File: src/rtl/wr_sweep_ctrl.sv
`default_nettype none
// ============================================================================
// Module  : wr_sweep_ctrl
// Purpose : Runs one HBM write-benchmark engine repeatedly across a doubling
//           sweep of burst sizes and streams one result record per run.
// Revision: 1.0 - initial release
// ============================================================================
module wr_sweep_ctrl #(
  parameter int unsigned ADDR_WIDTH     = 33,
  parameter int unsigned PARAMS_BITS    = 256,
  parameter logic [31:0] TIMEOUT_CYCLES = 32'hFFFF_FFFF,
  parameter int unsigned RES_WIDTH      = 128
) (
  input  logic                   clk,
  input  logic                   rst_n,
  input  logic                   cfg_start,
  input  logic [31:0]            cfg_work_group_size,
  input  logic [31:0]            cfg_stride,
  input  logic [63:0]            cfg_num_mem_ops,
  input  logic [ADDR_WIDTH-1:0]  cfg_init_addr,
  input  logic [15:0]            cfg_burst_min,
  input  logic [15:0]            cfg_burst_max,
  input  logic [15:0]            cfg_reps,
  output logic                   busy,
  output logic                   done,
  output logic                   err,
  output logic                   eng_start,
  output logic [PARAMS_BITS-1:0] eng_params,
  input  logic                   eng_end_of_exec,
  input  logic [63:0]            eng_lat_timer_sum,
  output logic                   res_valid,
  output logic [RES_WIDTH-1:0]   res_data,
  input  logic                   res_ready
);

  typedef enum logic [2:0] {
    S_IDLE   = 3'd0,
    S_SETUP  = 3'd1,
    S_START  = 3'd2,
    S_RUN    = 3'd3,
    S_REPORT = 3'd4,
    S_NEXT   = 3'd5,
    S_FINISH = 3'd6
  } state_t;

  state_t                 state_q, state_d;
  logic [31:0]            wgs_q, stride_q;
  logic [63:0]            nmo_q;
  logic [ADDR_WIDTH-1:0]  addr_q;
  logic [15:0]            bmax_q, reps_q, burst_q, rep_q;
  logic                   setup_cnt_q;
  logic [31:0]            wd_q;
  logic                   timeout_q;
  logic                   busy_q, done_q, err_q;
  logic [PARAMS_BITS-1:0] params_q;
  logic [RES_WIDTH-1:0]   res_q;

  logic                   w_cfg_bad, w_wd_expired, w_more_reps, w_last_burst;
  logic [15:0]            w_reps_eff;
  logic [PARAMS_BITS-1:0] w_params;
  logic [RES_WIDTH-1:0]   w_res;

  // A sweep with no valid first burst runs nothing and flags an error.
  assign w_cfg_bad    = (cfg_burst_min == 16'd0) || (cfg_burst_min > cfg_burst_max);
  // Expires after TIMEOUT_CYCLES cycles spent in RUN.
  assign w_wd_expired = ({1'b0, wd_q} + 33'd1) >= {1'b0, TIMEOUT_CYCLES};
  assign w_reps_eff   = (reps_q == 16'd0) ? 16'd1 : reps_q;
  assign w_more_reps  = ({1'b0, rep_q} + 17'd1) < {1'b0, w_reps_eff};
  // Doubling from bit 15 would overflow, so that burst is always the last.
  assign w_last_burst = burst_q[15] || ({burst_q, 1'b0} > {1'b0, bmax_q});

  // Pack the engine parameter word from the latched config and current burst.
  always_comb begin
    w_params                     = '0;
    w_params[31:0]               = wgs_q;
    w_params[63:32]              = stride_q;
    w_params[127:64]             = nmo_q;
    w_params[159:128]            = {16'd0, burst_q};
    w_params[ADDR_WIDTH+159:160] = addr_q;
  end

  // Build the result record for the run that is leaving RUN this cycle.
  always_comb begin
    w_res         = '0;
    w_res[63:0]   = eng_end_of_exec ? eng_lat_timer_sum : 64'hFFFF_FFFF_FFFF_FFFF;
    w_res[79:64]  = burst_q;
    w_res[95:80]  = rep_q;
    w_res[96]     = ~eng_end_of_exec;
  end

  // State register.
  always_ff @(posedge clk) begin
    if (!rst_n) state_q <= S_IDLE;
    else        state_q <= state_d;
  end

  // Next-state logic; completion takes priority over the watchdog.
  always_comb begin
    state_d = state_q;
    case (state_q)
      S_IDLE:   if (cfg_start) state_d = w_cfg_bad ? S_FINISH : S_SETUP;
      S_SETUP:  if (setup_cnt_q) state_d = S_START;
      S_START:  state_d = S_RUN;
      S_RUN:    if (eng_end_of_exec || w_wd_expired) state_d = S_REPORT;
      S_REPORT: if (res_ready) state_d = timeout_q ? S_FINISH : S_NEXT;
      S_NEXT:   state_d = (w_more_reps || !w_last_burst) ? S_SETUP : S_FINISH;
      S_FINISH: state_d = S_IDLE;
      default:  state_d = S_IDLE;
    endcase
  end

  // Config latch, sweep counters, watchdog and registered outputs.
  always_ff @(posedge clk) begin
    if (!rst_n) begin
      wgs_q       <= '0;
      stride_q    <= '0;
      nmo_q       <= '0;
      addr_q      <= '0;
      bmax_q      <= '0;
      reps_q      <= '0;
      burst_q     <= '0;
      rep_q       <= '0;
      setup_cnt_q <= 1'b0;
      wd_q        <= '0;
      timeout_q   <= 1'b0;
      busy_q      <= 1'b0;
      done_q      <= 1'b0;
      err_q       <= 1'b0;
      params_q    <= '0;
      res_q       <= '0;
    end else begin
      done_q <= (state_q == S_FINISH);
      case (state_q)
        S_IDLE: begin
          if (cfg_start) begin
            wgs_q       <= cfg_work_group_size;
            stride_q    <= cfg_stride;
            nmo_q       <= cfg_num_mem_ops;
            addr_q      <= cfg_init_addr;
            bmax_q      <= cfg_burst_max;
            reps_q      <= cfg_reps;
            burst_q     <= cfg_burst_min;
            rep_q       <= 16'd0;
            setup_cnt_q <= 1'b0;
            err_q       <= w_cfg_bad;
            busy_q      <= 1'b1;
          end
        end
        S_SETUP: begin
          params_q    <= w_params;
          setup_cnt_q <= ~setup_cnt_q;
        end
        S_START: wd_q <= '0;
        S_RUN: begin
          wd_q <= wd_q + 32'd1;
          if (eng_end_of_exec || w_wd_expired) begin
            res_q     <= w_res;
            timeout_q <= ~eng_end_of_exec;
            if (!eng_end_of_exec) err_q <= 1'b1;
          end
        end
        S_NEXT: begin
          if (w_more_reps) begin
            rep_q <= rep_q + 16'd1;
          end else begin
            rep_q <= 16'd0;
            if (!w_last_burst) burst_q <= {burst_q[14:0], 1'b0};
          end
        end
        S_FINISH: busy_q <= 1'b0;
        default: ;
      endcase
    end
  end

  assign busy       = busy_q;
  assign done       = done_q;
  assign err        = err_q;
  assign eng_start  = (state_q == S_START);
  assign eng_params = params_q;
  assign res_valid  = (state_q == S_REPORT);
  assign res_data   = res_q;

endmodule
`default_nettype wire

File: config.mk
export PLATFORM = sky130hd
export DESIGN_NAME = wr_sweep_ctrl
export DESIGN_NICKNAME = d
export VERILOG_FILES = /design/src/rtl/wr_sweep_ctrl.sv
export SDC_FILE = /design/constraint.sdc
export NUM_CORES = 1
export LEC_CHECK = 0
export CELL_PAD_IN_SITES_DETAIL_PLACEMENT = 1
export CELL_PAD_IN_SITES_GLOBAL_PLACEMENT = 2
export CORE_AREA = 2 2 281 283
export CTS_CLUSTER_SIZE = 12
export DETAILED_ROUTE_END_ITERATION = 12
export DIE_AREA = 0 0 283 285
export GPL_ROUTABILITY_DRIVEN = 0
export GPL_TIMING_DRIVEN = 0
export PLACE_DENSITY_LB_ADDON = 0.08
export SYNTH_ARGS = -nofsm -noshare
export SYNTH_HDL_FRONTEND = slang
export SYNTH_SLANG_ARGS = --single-unit
File: constraint.sdc
create_clock -name clk -period 9.1 [get_ports clk]
set_clock_uncertainty 0.2 [all_clocks]
set_input_delay 1.365 -clock clk [delete_from_list [all_inputs] [get_ports clk]]
set_output_delay 1.365 -clock clk [all_outputs]
set_load 0.005 [all_outputs]
==> flow_summary.json <==
{
  "cts.repair.resized": 0,
  "ff2ff_path_depth": 15,
  "wl_per_cell_um": 20.21,
  "fin_setup_tns_ns": 0,
  "fin_crit_ns": 4.819,
  "grt_max_degree": 12,
  "yosys-top-cells-count": "nand2_1 (816), dfxtp_1 (538), a21boi_0 (373), clkbuf_1 (166), buf_4 (111)",
  "die_x_um": 283,
  "core_um2": 77970,
  "post_cts_buffers": 0,
  "start_kind": "flop",
  "fin_crit_sh_pct": 52.96,
  "fmax_ghz": 0.2075,
  "hold_viol_final": 0,
  "critical_path.startpoint": "rep_q[3]$_SDFFE_PN0P_",
  "antenna_found_initial": 26,
  "power.density_nw_per_um2": 230.7,
  "reg2reg_to": "burst_q[15]$_SDFFE_PN0P_",
  "first_pass_iters": 5,
  "ys_types": 60,
  "overflow": 0,
  "cts-buffers-inserted": 67,
  "area_delta_synth_final_pct": 40.55,
  "hpwl_mm": 71.53,
  "crit_fanout": 10,
  "nFillCells": 9120,
  "syn_area_um2": 23140,
  "crit_type": "reg2reg",
  "vias": 21100,
  "io_pins": 667,
  "first_iter_violations": 782,
  "synth_edf_count": 0,
  "netlist.area_leader.share_pct": 46.54,
  "yosys-top-cells-area": "dfxtp_1 (47%), nand2_1 (13%), a21boi_0 (12%)",
  "initial_utilization_pct": 29.68,
  "yosysMostFrequentCell": "nand2_1",
  "drtAntennaViolNets": 0,
  "worst_setup_hold_path_clk_slew_ns": 0.05,
  "whs_endpoint": "eng_params[120]$_SDFFE_PN0P_",
  "port_buffers": 555,
  "yosysSeqAreaShare_pct": 46.54,
  "hold_class": "reg2reg",
  "required_ns": 9.36,
  "drt_wl_total_mm": 91.61,
  "cts.sink_count": 538,
  "end_kind": "flop",
  "syn_inst": 2692,
  "syn_avg_cell_area_um2": 8.596,
  "grt_pass1_vias": 22290,
  "relSlewSlack_pct": 18.32,
  "worstHoldStart": "nmo_q[56]$_SDFFE_PN0P_",
  "clk_latency_ns": 0.60,
  "status": "completed",
  "yosysWarnings": 0,
  "cp.arrival_ns": 5.08,
  "grt_pass1_wl_mm": 137.0,
  "finalSetupViolations": 0,
  "r2r_start": "rep_q[3]$_SDFFE_PN0P_",
  "route.detailed.drc": 0,
  "synth_ff_type": "dfxtp_1",
  "final_area_um2": 32520,
  "rsz0062_at_grt": "no",
  "root_buffer": "clkbuf_16",
  "num_rows": 103,
  "maxCapViolCount": 0,
  "ir_drop_mv": 0.1185,
  "h-tree-depth": 3,
  "vias_per_cell": 4.656,
  "placed_cell_area_um2": 30440,
  "finish.net_count": 3753,
  "worst_pin_slew_ns": 1.221,
  "final-max-slew-violation-count": 0,
  "grt_util_all_layers_pct": 22.10,
  "ys_async_sr_fraction_pct": 0,
  "cts_buffer_depth": 3,
  "min_path_cells": 2,
  "cts_hold_buffers": 0,
  "drive_above_1_share_pct": 8.422,
  "fp.dieH_um": 285,
  "power.leakage_nw": 12.04,
  "yosys.area.top_type": "dfxtp_1",
  "r2r_slack_ns": 4.28,
  "die_area_um2": 80660,
  "ys_ff_latch": 538,
  "cts_tree": "yes"
}
worst max path at each step:
stage | endpoint | slack [ns]
after floorplan | burst_q[10]$_SDFFE_PN0P_ | 5.39
after global placement | burst_q[13]$_SDFFE_PN0P_ | 4.27
after detailed placement | nmo_q[63]$_SDFFE_PN0P_ | 4.23
after CTS | burst_q[15]$_SDFFE_PN0P_ | 4.21
after global routing | burst_q[15]$_SDFFE_PN0P_ | 3.64
final | burst_q[15]$_SDFFE_PN0P_ | 4.28
layout by cell type, fill, tap and decap left out, types with 10 or more instances in the layout:
cell type | Yosys | layout
clkbuf_8 | 0 | 13
nand3_1 | 29 | 29
nor3_1 | 39 | 38
a21o_1 | 18 | 18
diode_2 | 0 | 15
conb_1 | 1 | 110
buf_4 | 111 | 111
a21oi_1 | 41 | 41
mux2i_1 | 49 | 49
xor2_1 | 16 | 16
clkbuf_16 | 0 | 70
nor2_1 | 26 | 26
o21a_1 | 10 | 10
nor2b_1 | 78 | 78
o211a_1 | 19 | 19
o21ai_0 | 17 | 17
nand2_1 | 816 | 816
nand4_1 | 26 | 26
inv_1 | 54 | 54
dfxtp_1 | 538 | 538
xnor2_1 | 11 | 11
a22oi_1 | 17 | 17
ha_1 | 49 | 49
o221a_2 | 64 | 64
clkbuf_1 | 166 | 186
clkdlybuf4s50_1 | 0 | 555
buf_1 | 11 | 11
nor4_1 | 20 | 20
a21boi_0 | 373 | 373
critical path, stage by stage (launching register included):
cell      delay [ns]
dfxtp_1         0.30
clkbuf_1        0.27
nand4_1         0.22
nor3_1          0.49
nand3_1         0.16
xnor2_1         0.28
ha_1            0.30
a21o_1          0.18
a21oi_1         0.14
o22ai_1         0.09
a311oi_1        0.25
o21ai_0         0.15
nor3_1          0.80
a21oi_1         0.26
clkbuf_1        0.32
o211a_1         0.27
flip-flops by register name (all words and copies together), names as in the netlist:
register	count
busy	1
stride_q	32
timeout_q	1
setup_cnt_q	1
err	1
reps_q	16
res_data	96
done	1
burst_q	16
wgs_q	32
addr_q	33
bmax_q	16
rep_q	16
eng_params	177
nmo_q	64
state_q	3
wd_q	32
cells by family (layout without fill, tap and decap cells):
| family | Yosys count | count (layout) | synth area share (%) |
|---|---|---|---|
| xor gates and xnor gates | 27 | 27 | 1.022 |
| buffers and inverters | 360 | 1026 | 7.964 |
| DFF | 538 | 538 | 46.54 |
| and+or+nand+nor | 1080 | 1080 | 19.91 |
| AOI/OAI and AO/OA | 588 | 588 | 19.78 |
| other | 1 | 125 | 0.01621 |
| muxes | 49 | 49 | 2.119 |
| adders and majority gates | 49 | 49 | 2.649 |
per-layer routing:
layer	track usage, %	part of all wire [%]
met2	39.77	50
met3	6.928	6.8
met1	24.66	40
met5	0	0.13
met4	7.194	2.8
area by class of cell:
| type | instances | area [µm²] | area share [%] |
|---|---|---|---|
| plain buffers | 306 | 1640 | 5.043 |
| diodes | 15 | 37.54 | 0.1154 |
| flip-flops and latches | 538 | 10770 | 33.11 |
| repair buffers | 556 | 5567 | 17.11 |
| inverters | 54 | 202.7 | 0.6232 |
| well taps | 1050 | 1314 | 4.039 |
| multi-input cells | 1903 | 10940 | 33.64 |
| clock inverters | 7 | 46.29 | 0.1423 |
| clock buffers | 103 | 2006 | 6.167 |
where the power goes:
group | internal [mW] | switching, mW
logic | 0.772 | 1.29
clock network | 1.51 | 1.04
registers | 2.67 | 0.231
total | 4.95 | 2.56
stage by stage:
step / std cells / total power [mW] / hold WS, ns / worst slack [ns] / util (%)
finish: 4532 / 7.505 / 0.2594 / 4.281 / 41.72
global route: 4529 / 7.973 / 0.2764 / 3.638 / 41.71
CTS: 4517 / 7.635 / 0.2661 / 4.214 / 41.67
detailed placement: 4407 / 5.058 / 0.2580 / 4.225 / 39.04
global placement: 4406 / 4.983 / 0.2464 / 4.268 / 39.01
floorplan: 2801 / 3.997 / 0.2412 / 5.387 / -
Power figures use the tool's default switching activity.
